`src/rtl/fmt_rx_if.sv`:
```
// Formatter-to-receiver packet bus: request/grant arbitration plus framed data words.
interface fmt_rx_if;
  logic        fmt_req_i;
  logic [1:0]  fmt_chid_i;
  logic [5:0]  fmt_length_i;
  logic        fmt_grant_o;
  logic        fmt_start_i;
  logic [31:0] fmt_data_i;
  logic        fmt_end_i;

  modport master (
    output fmt_req_i, fmt_chid_i, fmt_length_i, fmt_start_i, fmt_data_i, fmt_end_i,
    input  fmt_grant_o
  );

  modport slave (
    input  fmt_req_i, fmt_chid_i, fmt_length_i, fmt_start_i, fmt_data_i, fmt_end_i,
    output fmt_grant_o
  );
endinterface

```
`src/rtl/fmt_rx.sv`:
```
// Formatter packet receiver: grants space-checked requests, stores words in a FIFO,
// validates length/channel and keeps saturating per-channel statistics behind a cmd port.
module fmt_rx #(
  parameter int unsigned DEPTH = 64,
  parameter int unsigned CNT_W = 16
) (
  input  logic         clk_i,
  input  logic         rstn_i,
  fmt_rx_if.slave      fmt,
  input  logic         rd_en_i,
  output logic [31:0]  rd_data_o,
  output logic         rd_vld_o,
  output logic         rd_empty_o,
  input  logic [1:0]   cmd_i,
  input  logic [5:0]   cmd_addr_i,
  input  logic [31:0]  cmd_data_i,
  output logic [31:0]  cmd_data_o
);
  localparam int unsigned AW = $clog2(DEPTH);
  localparam int unsigned LW = AW + 1;
  localparam int unsigned CW = 8;
  localparam int unsigned EW = CNT_W + 1;

  typedef enum logic [1:0] {IDLE = 2'd0, GRANT = 2'd1, WAIT_START = 2'd2, RECV = 2'd3} state_t;

  state_t            r_state, w_state_nxt;
  logic [1:0]        r_chid, w_chid_nxt;
  logic [5:0]        r_len, w_len_nxt;
  logic [CW-1:0]     r_cnt, w_cnt_nxt;
  logic              r_grant;
  logic              w_wr_en, w_close, w_close_good;
  logic [1:0]        w_err_inc;

  logic [31:0]       r_mem [DEPTH];
  logic [AW-1:0]     r_wptr, r_rptr;
  logic [LW-1:0]     r_level, w_level_nxt, w_free;
  logic              r_empty, r_rd_vld, w_rd_fire;
  logic [31:0]       r_rd_data;

  logic [CNT_W-1:0]  r_pkt_cnt [3];
  logic [CNT_W-1:0]  r_err_cnt;
  logic [EW-1:0]     w_err_sum;
  logic              w_clr;
  logic [31:0]       r_cmd_data, w_rd_reg;
  logic              w_unused;

  assign w_free      = LW'(DEPTH) - r_level;
  assign w_rd_fire   = rd_en_i && (r_level != '0);
  assign w_level_nxt = r_level + LW'(w_wr_en) - LW'(w_rd_fire);
  assign w_unused    = ^cmd_data_i[31:1];

  always_ff @(posedge clk_i or negedge rstn_i) begin
    if (!rstn_i) begin
      r_state <= IDLE;
      r_chid  <= '0;
      r_len   <= '0;
      r_cnt   <= '0;
      r_grant <= 1'b0;
    end else begin
      r_state <= w_state_nxt;
      r_chid  <= w_chid_nxt;
      r_len   <= w_len_nxt;
      r_cnt   <= w_cnt_nxt;
      r_grant <= (w_state_nxt == GRANT);
    end
  end

  // Sequencing, FIFO write gating, packet close and error events.
  always_comb begin
    w_state_nxt = r_state;
    w_chid_nxt  = r_chid;
    w_len_nxt   = r_len;
    w_cnt_nxt   = r_cnt;
    w_wr_en     = 1'b0;
    w_close     = 1'b0;
    w_err_inc   = 2'd0;
    case (r_state)
      IDLE: begin
        if (fmt.fmt_start_i) w_err_inc = 2'd1;
        if (fmt.fmt_req_i && (w_free >= LW'(fmt.fmt_length_i))) begin
          w_chid_nxt  = fmt.fmt_chid_i;
          w_len_nxt   = fmt.fmt_length_i;
          w_state_nxt = GRANT;
        end
      end
      GRANT: begin
        if (fmt.fmt_start_i) w_err_inc = 2'd1;
        w_state_nxt = WAIT_START;
      end
      WAIT_START: begin
        if (fmt.fmt_start_i) begin
          w_wr_en     = 1'b1;
          w_cnt_nxt   = CW'(1);
          w_state_nxt = RECV;
          if (fmt.fmt_end_i) begin
            w_close     = 1'b1;
            w_state_nxt = IDLE;
          end
        end
      end
      default: begin
        // Words past the granted length are counted but not stored.
        w_wr_en = (r_cnt < CW'(r_len));
        if (r_cnt != '1) w_cnt_nxt = r_cnt + CW'(1);
        if (fmt.fmt_start_i) w_err_inc = 2'd1;
        if (fmt.fmt_end_i) begin
          w_close     = 1'b1;
          w_state_nxt = IDLE;
        end
      end
    endcase
    w_close_good = w_close && (w_cnt_nxt == CW'(r_len)) && (r_chid != 2'd3);
    if (w_close && !w_close_good) w_err_inc = w_err_inc + 2'd1;
  end

  assign fmt.fmt_grant_o = r_grant;

  always_ff @(posedge clk_i or negedge rstn_i) begin
    if (!rstn_i) begin
      for (int i = 0; i < int'(DEPTH); i++) r_mem[i] <= '0;
    end else if (w_wr_en) begin
      r_mem[r_wptr] <= fmt.fmt_data_i;
    end
  end

  always_ff @(posedge clk_i or negedge rstn_i) begin
    if (!rstn_i) begin
      r_wptr    <= '0;
      r_rptr    <= '0;
      r_level   <= '0;
      r_empty   <= 1'b1;
      r_rd_vld  <= 1'b0;
      r_rd_data <= '0;
    end else begin
      if (w_wr_en) r_wptr <= r_wptr + AW'(1);
      if (w_rd_fire) begin
        r_rptr    <= r_rptr + AW'(1);
        r_rd_data <= r_mem[r_rptr];
      end
      r_rd_vld <= w_rd_fire;
      r_level  <= w_level_nxt;
      r_empty  <= (w_level_nxt == '0);
    end
  end

  assign w_clr     = (cmd_i == 2'd2) && (cmd_addr_i == 6'h14) && cmd_data_i[0];
  assign w_err_sum = {1'b0, r_err_cnt} + EW'(w_err_inc);

  // Saturating statistics; a clear overrides any same-cycle increment.
  always_ff @(posedge clk_i or negedge rstn_i) begin
    if (!rstn_i) begin
      for (int c = 0; c < 3; c++) r_pkt_cnt[c] <= '0;
      r_err_cnt <= '0;
    end else if (w_clr) begin
      for (int c = 0; c < 3; c++) r_pkt_cnt[c] <= '0;
      r_err_cnt <= '0;
    end else begin
      for (int c = 0; c < 3; c++) begin
        if (w_close_good && (r_chid == 2'(c)) && (r_pkt_cnt[c] != '1))
          r_pkt_cnt[c] <= r_pkt_cnt[c] + CNT_W'(1);
      end
      r_err_cnt <= w_err_sum[CNT_W] ? '1 : w_err_sum[CNT_W-1:0];
    end
  end

  always_comb begin
    w_rd_reg = '0;
    case (cmd_addr_i)
      6'h00:   w_rd_reg = 32'(r_pkt_cnt[0]);
      6'h04:   w_rd_reg = 32'(r_pkt_cnt[1]);
      6'h08:   w_rd_reg = 32'(r_pkt_cnt[2]);
      6'h0C:   w_rd_reg = 32'(r_err_cnt);
      6'h10:   w_rd_reg = 32'(r_level);
      6'h14:   w_rd_reg = 32'(r_state);
      default: w_rd_reg = '0;
    endcase
  end

  always_ff @(posedge clk_i or negedge rstn_i) begin
    if (!rstn_i)           r_cmd_data <= '0;
    else if (cmd_i == 2'd1) r_cmd_data <= w_rd_reg;
  end

  assign rd_data_o  = r_rd_data;
  assign rd_vld_o   = r_rd_vld;
  assign rd_empty_o = r_empty;
  assign cmd_data_o = r_cmd_data;
endmodule
```
`src/flat_wrapper.sv`:
```
// flat-port wrapper written by rule: the top's interface ports become plain ports
module fmt_rx_flat 
#(
  parameter int unsigned DEPTH = 64,
  parameter int unsigned CNT_W = 16
)
  (clk_i, rstn_i, rd_en_i, rd_data_o, rd_vld_o, rd_empty_o, cmd_i, cmd_addr_i, cmd_data_i, cmd_data_o, fmt_fmt_req_i, fmt_fmt_chid_i, fmt_fmt_length_i, fmt_fmt_start_i, fmt_fmt_data_i, fmt_fmt_end_i, fmt_fmt_grant_o);
  fmt_rx_if fmt_i ();
  input  logic clk_i;
  input  logic rstn_i;
  input  logic rd_en_i;
  output logic [31:0] rd_data_o;
  output logic rd_vld_o;
  output logic rd_empty_o;
  input  logic [1:0] cmd_i;
  input  logic [5:0] cmd_addr_i;
  input  logic [31:0] cmd_data_i;
  output logic [31:0] cmd_data_o;
  input wire logic [$bits(fmt_i.fmt_req_i)-1:0] fmt_fmt_req_i;
  input wire logic [$bits(fmt_i.fmt_chid_i)-1:0] fmt_fmt_chid_i;
  input wire logic [$bits(fmt_i.fmt_length_i)-1:0] fmt_fmt_length_i;
  input wire logic [$bits(fmt_i.fmt_start_i)-1:0] fmt_fmt_start_i;
  input wire logic [$bits(fmt_i.fmt_data_i)-1:0] fmt_fmt_data_i;
  input wire logic [$bits(fmt_i.fmt_end_i)-1:0] fmt_fmt_end_i;
  output wire logic [$bits(fmt_i.fmt_grant_o)-1:0] fmt_fmt_grant_o;
  assign fmt_i.fmt_req_i = fmt_fmt_req_i;
  assign fmt_i.fmt_chid_i = fmt_fmt_chid_i;
  assign fmt_i.fmt_length_i = fmt_fmt_length_i;
  assign fmt_i.fmt_start_i = fmt_fmt_start_i;
  assign fmt_i.fmt_data_i = fmt_fmt_data_i;
  assign fmt_i.fmt_end_i = fmt_fmt_end_i;
  assign fmt_fmt_grant_o = fmt_i.fmt_grant_o;
  fmt_rx #(.DEPTH(DEPTH), .CNT_W(CNT_W)) u_core (.clk_i(clk_i), .rstn_i(rstn_i), .fmt(fmt_i), .rd_en_i(rd_en_i), .rd_data_o(rd_data_o), .rd_vld_o(rd_vld_o), .rd_empty_o(rd_empty_o), .cmd_i(cmd_i), .cmd_addr_i(cmd_addr_i), .cmd_data_i(cmd_data_i), .cmd_data_o(cmd_data_o));
endmodule
```
`config.mk`:
```
export PLATFORM = sky130hd
export DESIGN_NAME = fmt_rx_flat
export DESIGN_NICKNAME = d
export VERILOG_FILES = /design/src/rtl/fmt_rx_if.sv /design/src/rtl/fmt_rx.sv /design/src/flat_wrapper.sv
export SDC_FILE = /design/constraint.sdc
export NUM_CORES = 2
export LEC_CHECK = 0
export CORE_MARGIN = 1
export CORE_UTILIZATION = 30
export CTS_BUF_LIST = sky130_fd_sc_hd__clkbuf_4
export DETAILED_ROUTE_END_ITERATION = 6
export SLEW_MARGIN = 20
export SYNTH_ARGS = -nofsm -noshare
export SYNTH_HDL_FRONTEND = slang
export SYNTH_SLANG_ARGS = --single-unit
```
`constraint.sdc`:
```
create_clock -name clk_i -period 5.15 [get_ports clk_i]
set_input_delay 0.7725 -clock clk_i [delete_from_list [all_inputs] [get_ports clk_i]]
set_output_delay 0.7725 -clock clk_i [all_outputs]
set_load 0.05 [all_outputs]
```
==> impl_results.md <==
- Fin area: 0.116 mm²
- Synth Instances: 6349
- Leak Pwr: 45.1 nW
- Non-Filler Instances: 11500
- Setup Skew: 0.0906 ns
- CTS max path bufs: 4
- DR vias/cell: 5.19
- Multi-input logic area: 0.0443 mm²
- CP max FO: 13
- Sequential Area: 0.0551 mm²
- Total track usage: 0.174
- Filler instances: 32200
- Final net count: 6738
- GR Layer Usage met1: 0.240
- DRT iter0 DRCs: 4553
- Sw frac: 0.323
- Post-DRT Antenna Nets: 0
- Int Pwr: 49.9 mW
- Max Slew Vio Count: 0
- CP endpoint kind: flop
- Placed cell count: 10500
- Layout Utilization: 0.343
- IO Count: 153
- Die area: 0.341 mm²
- Die Width: 584 µm
- Sequential power share: 0.410
- Fmax: 209 MHz
- Status: completed
- Synth unique cells: 73
- Synthesized flop and latch total: 2200
- Count of input and output buffers: 105
- Total Routed Length: 296000 µm
- Share of layout cells above drive strength 1: 0.547
- CTS tree: built
- Mapped Area: 0.101 mm²
- Seq/Total Area, Yosys: 0.543
- Core area: 0.337 mm²
- Final period utilization: 0.928
- Clk slew on worst S/H paths: 0.07 ns
- CP startpoint kind: flop
- Remaining DRCs: 0
- Slew HR: 0.235
- Actual slew at the worst max-slew pin: 1.14 ns
- Drt pass-1 iters: 5
- Synth Flop Type: dfrtp_1
- CTS buffer count: 575
- GRT met3 Usage: 0.0356
- GP Congestion: 0.788
- Wire per inst: 25.7 µm
- Clock power share: 0.206
- Clk Latency, worst-skew pair: 1.29 ns
- Vias in the first global route: 64700
- Hold WC Path Type: in -> reg
- Largest net degree at the start of global routing: 157
- Worst hold margin: 0.141 ns
- Global route overflow: 0
- Busiest grt layer: met2
- DR vias: 59700
- H-Tree Level Count: 6
- Combinational Power Share: 0.384
- HPWL Detailed: 171000 µm
- Peak supply drop: 0.000467 V
- Initial antenna violation count: 26
- Rows: 213
- Met2 GRT Util: 0.275
- Area growth, synth to finish: 13.9%
- Post-Syn Area per Cell: 16.0 µm²
- Pwr Density: 639 mW/mm²
- Final Hold Violating Endpoints: 0
- Critical path arrival: 5.93 ns
- Max-cap viol count: 0
- Post-synth ARST share: 1.00
- Yosys warning count: 0
- Final setup viols: 0
- CTS root buffer: clkbuf_4
- Placed Area: 0.108 mm²
- Clk sinks: 2200
- First-pass GRT wire length: 442000 µm
- RSZ-0062 raised after global routing: no
- Post-cts sizing count: 0
- Starting density of the core: 0.301
- Worst EP required: 6.30 ns
- Die Height: 584 µm
- Switching pwr: 23.9 mW
- EDFF count, synth: 0
- Crit path time final: 4.78 ns
- Setup CP Type: reg -> reg
- Setup TNS Final: 0 ns
==> what timing repair did <==
| action | 4_1_cts | 5_1_grt |
|---|---|---|
| setup buffers | 0 | 0 |
| endpoints found under the hold margin | 96 | 16 |
| hold buffers | 6 | 1 |
==> flip-flops by register name (all words and copies together) (netlist names), 2 cells and up <==
signal and flops:
u_core.r_pkt_cnt 48, u_core.r_mem 2048, u_core.r_wptr 6, u_core.cmd_data_o 16, u_core.r_chid 2, u_core.r_len 6
u_core.r_cnt 8, u_core.r_level 7, u_core.r_state 2, u_core.r_err_cnt 16, u_core.r_rptr 6, u_core.rd_data_o 32
==> critical path, cell delays in order, from the launching register on <==
cell       delay [ns]
dfrtp_1          0.49
ha_1             0.30
nand3_1          0.30
o311ai_1         0.45
a221oi_1         0.18
a2111oi_4        0.40
a31oi_1          0.20
ha_1             0.33
ha_1             0.17
inv_1            0.07
fa_1             0.45
nor3_1           0.31
nand2_1          0.18
or3_1            0.60
a21oi_1          0.22
==> area by class of cell <==
cell class | instances | share of cell area
clock inverters | 117 | 0.00766
multi-input cells | 3464 | 0.384
inverters | 36 | 0.00117
flip-flops and latches | 2200 | 0.477
clock buffers | 821 | 0.0533
well taps | 4515 | 0.0489
diodes | 11 | 0.000238
repair buffers | 341 | 0.0285
==> placed cells by master (no fill, tap or decap), types with 16 or more instances in the layout <==
master,instances
conb_1,16
mux2_1,146
nor2_1,48
a21oi_1,77
inv_1,35
xnor2_1,19
and3_1,16
clkdlybuf4s50_1,72
xor2_1,16
mux2_2,1935
a2111oi_4,50
nand3_1,39
buf_4,196
buf_2,20
clkinv_1,70
clkbuf_4,821
buf_12,45
dfrtp_1,2192
or3_1,29
mux4_2,666
nand4_1,23
mux2i_1,24
ha_1,32
nand2_1,72
o21ai_0,53
==> synth_stat cells (10+ instances only) <==
| master | n | area share |
|---|---|---|
| xnor2_1 | 19 | 0.0016 |
| nand2b_1 | 12 | 0.00074 |
| mux2i_1 | 24 | 0.0024 |
| buf_1 | 102 | 0.0038 |
| mux4_2 | 666 | 0.15 |
| dfrtp_1 | 2199 | 0.54 |
| nand2_1 | 72 | 0.0027 |
| o31ai_1 | 11 | 0.00081 |
| mux2_1 | 146 | 0.016 |
| o21ai_0 | 54 | 0.0027 |
| or4_1 | 13 | 0.00096 |
| ha_1 | 32 | 0.0039 |
| nor2_1 | 48 | 0.0018 |
| or3_1 | 29 | 0.0018 |
| clkbuf_1 | 339 | 0.013 |
| buf_2 | 204 | 0.010 |
| nand4_1 | 23 | 0.0014 |
| a221oi_1 | 12 | 0.0010 |
| a21o_1 | 10 | 0.00074 |
| and3_1 | 16 | 0.00099 |
| a21oi_1 | 78 | 0.0038 |
| xor2_1 | 16 | 0.0014 |
| inv_1 | 36 | 0.0013 |
| mux2_2 | 1935 | 0.21 |
| nand3_1 | 39 | 0.0019 |
| a211oi_1 | 19 | 0.0014 |
| buf_4 | 16 | 0.0012 |
| a2111oi_2 | 48 | 0.0071 |
==> power by group through the flow <==
stage          registers, mW  logic, mW  clock network, mW
2_1_floorplan           28.8       21.1                  0
3_3_place_gp            29.7       27.9                  0
3_5_place_dp            30.5       28.5                  0
4_1_cts                 30.2       28.6               15.7
5_1_grt                 31.3       30.1               16.7
6_report                30.2       28.3               15.2
==> routing by layer <==
layer,vias to the layer above,wire length (µm)
li1,24600,-
met1,32700,130000
met2,1828,139000
met3,544,17800
met4,16,8460
met5,-,100
==> logic make-up after synthesis <==
| group | Yosys count | share of synthesized area |
|---|---|---|
| buf+inv | 700 | 0.0292 |
| flops | 2200 | 0.543 |
| mux | 2771 | 0.381 |
| simple gates | 308 | 0.0163 |
| compound gates | 300 | 0.0235 |
| xor+xnor | 35 | 0.00302 |
| fa+ha+maj | 34 | 0.00434 |
| other cells | 1 | 0.0000370 |
==> per-stage QoR <==
| stage | total power [mW] | setup WS [ns] |
|---|---|---|
| 6_report | 73.8 | 0.371 |
| 5_1_grt | 78.1 | 0.0863 |
| 3_3_place_gp | 57.6 | 0.0632 |
| 3_5_place_dp | 59.0 | 0.165 |
| 2_1_floorplan | 49.9 | 0.863 |
| 4_1_cts | 74.5 | 0.373 |
==> worst paths after layout <==
| kind | startpoint | to | slack, ns | cells after the start |
|---|---|---|---|---|
| hold / removal | fmt_fmt_data_i[24] | u_core.r_mem[344]$_DFFE_PN0P_ | 0.14 | 2 |
| hold reg to reg | u_core.r_mem[180]$_DFFE_PN0P_ | u_core.r_mem[180]$_DFFE_PN0P_ | 0.48 | 1 |
| setup / recovery | u_core.r_cnt[0]$_DFF_PN0_ | u_core.r_err_cnt[13]$_DFF_PN0_ | 0.37 | 14 |
| max in group asynchronous | rstn_i | u_core.r_mem[1528]$_DFFE_PN0P_ | 3.39 | 3 |
| min in group asynchronous | rstn_i | u_core.r_mem[1732]$_DFFE_PN0P_ | 0.20 | 2 |
| setup reg to reg | u_core.r_cnt[0]$_DFF_PN0_ | u_core.r_err_cnt[13]$_DFF_PN0_ | 0.37 | 14 |
Note: power is estimated with default switching activity, not from simulation.
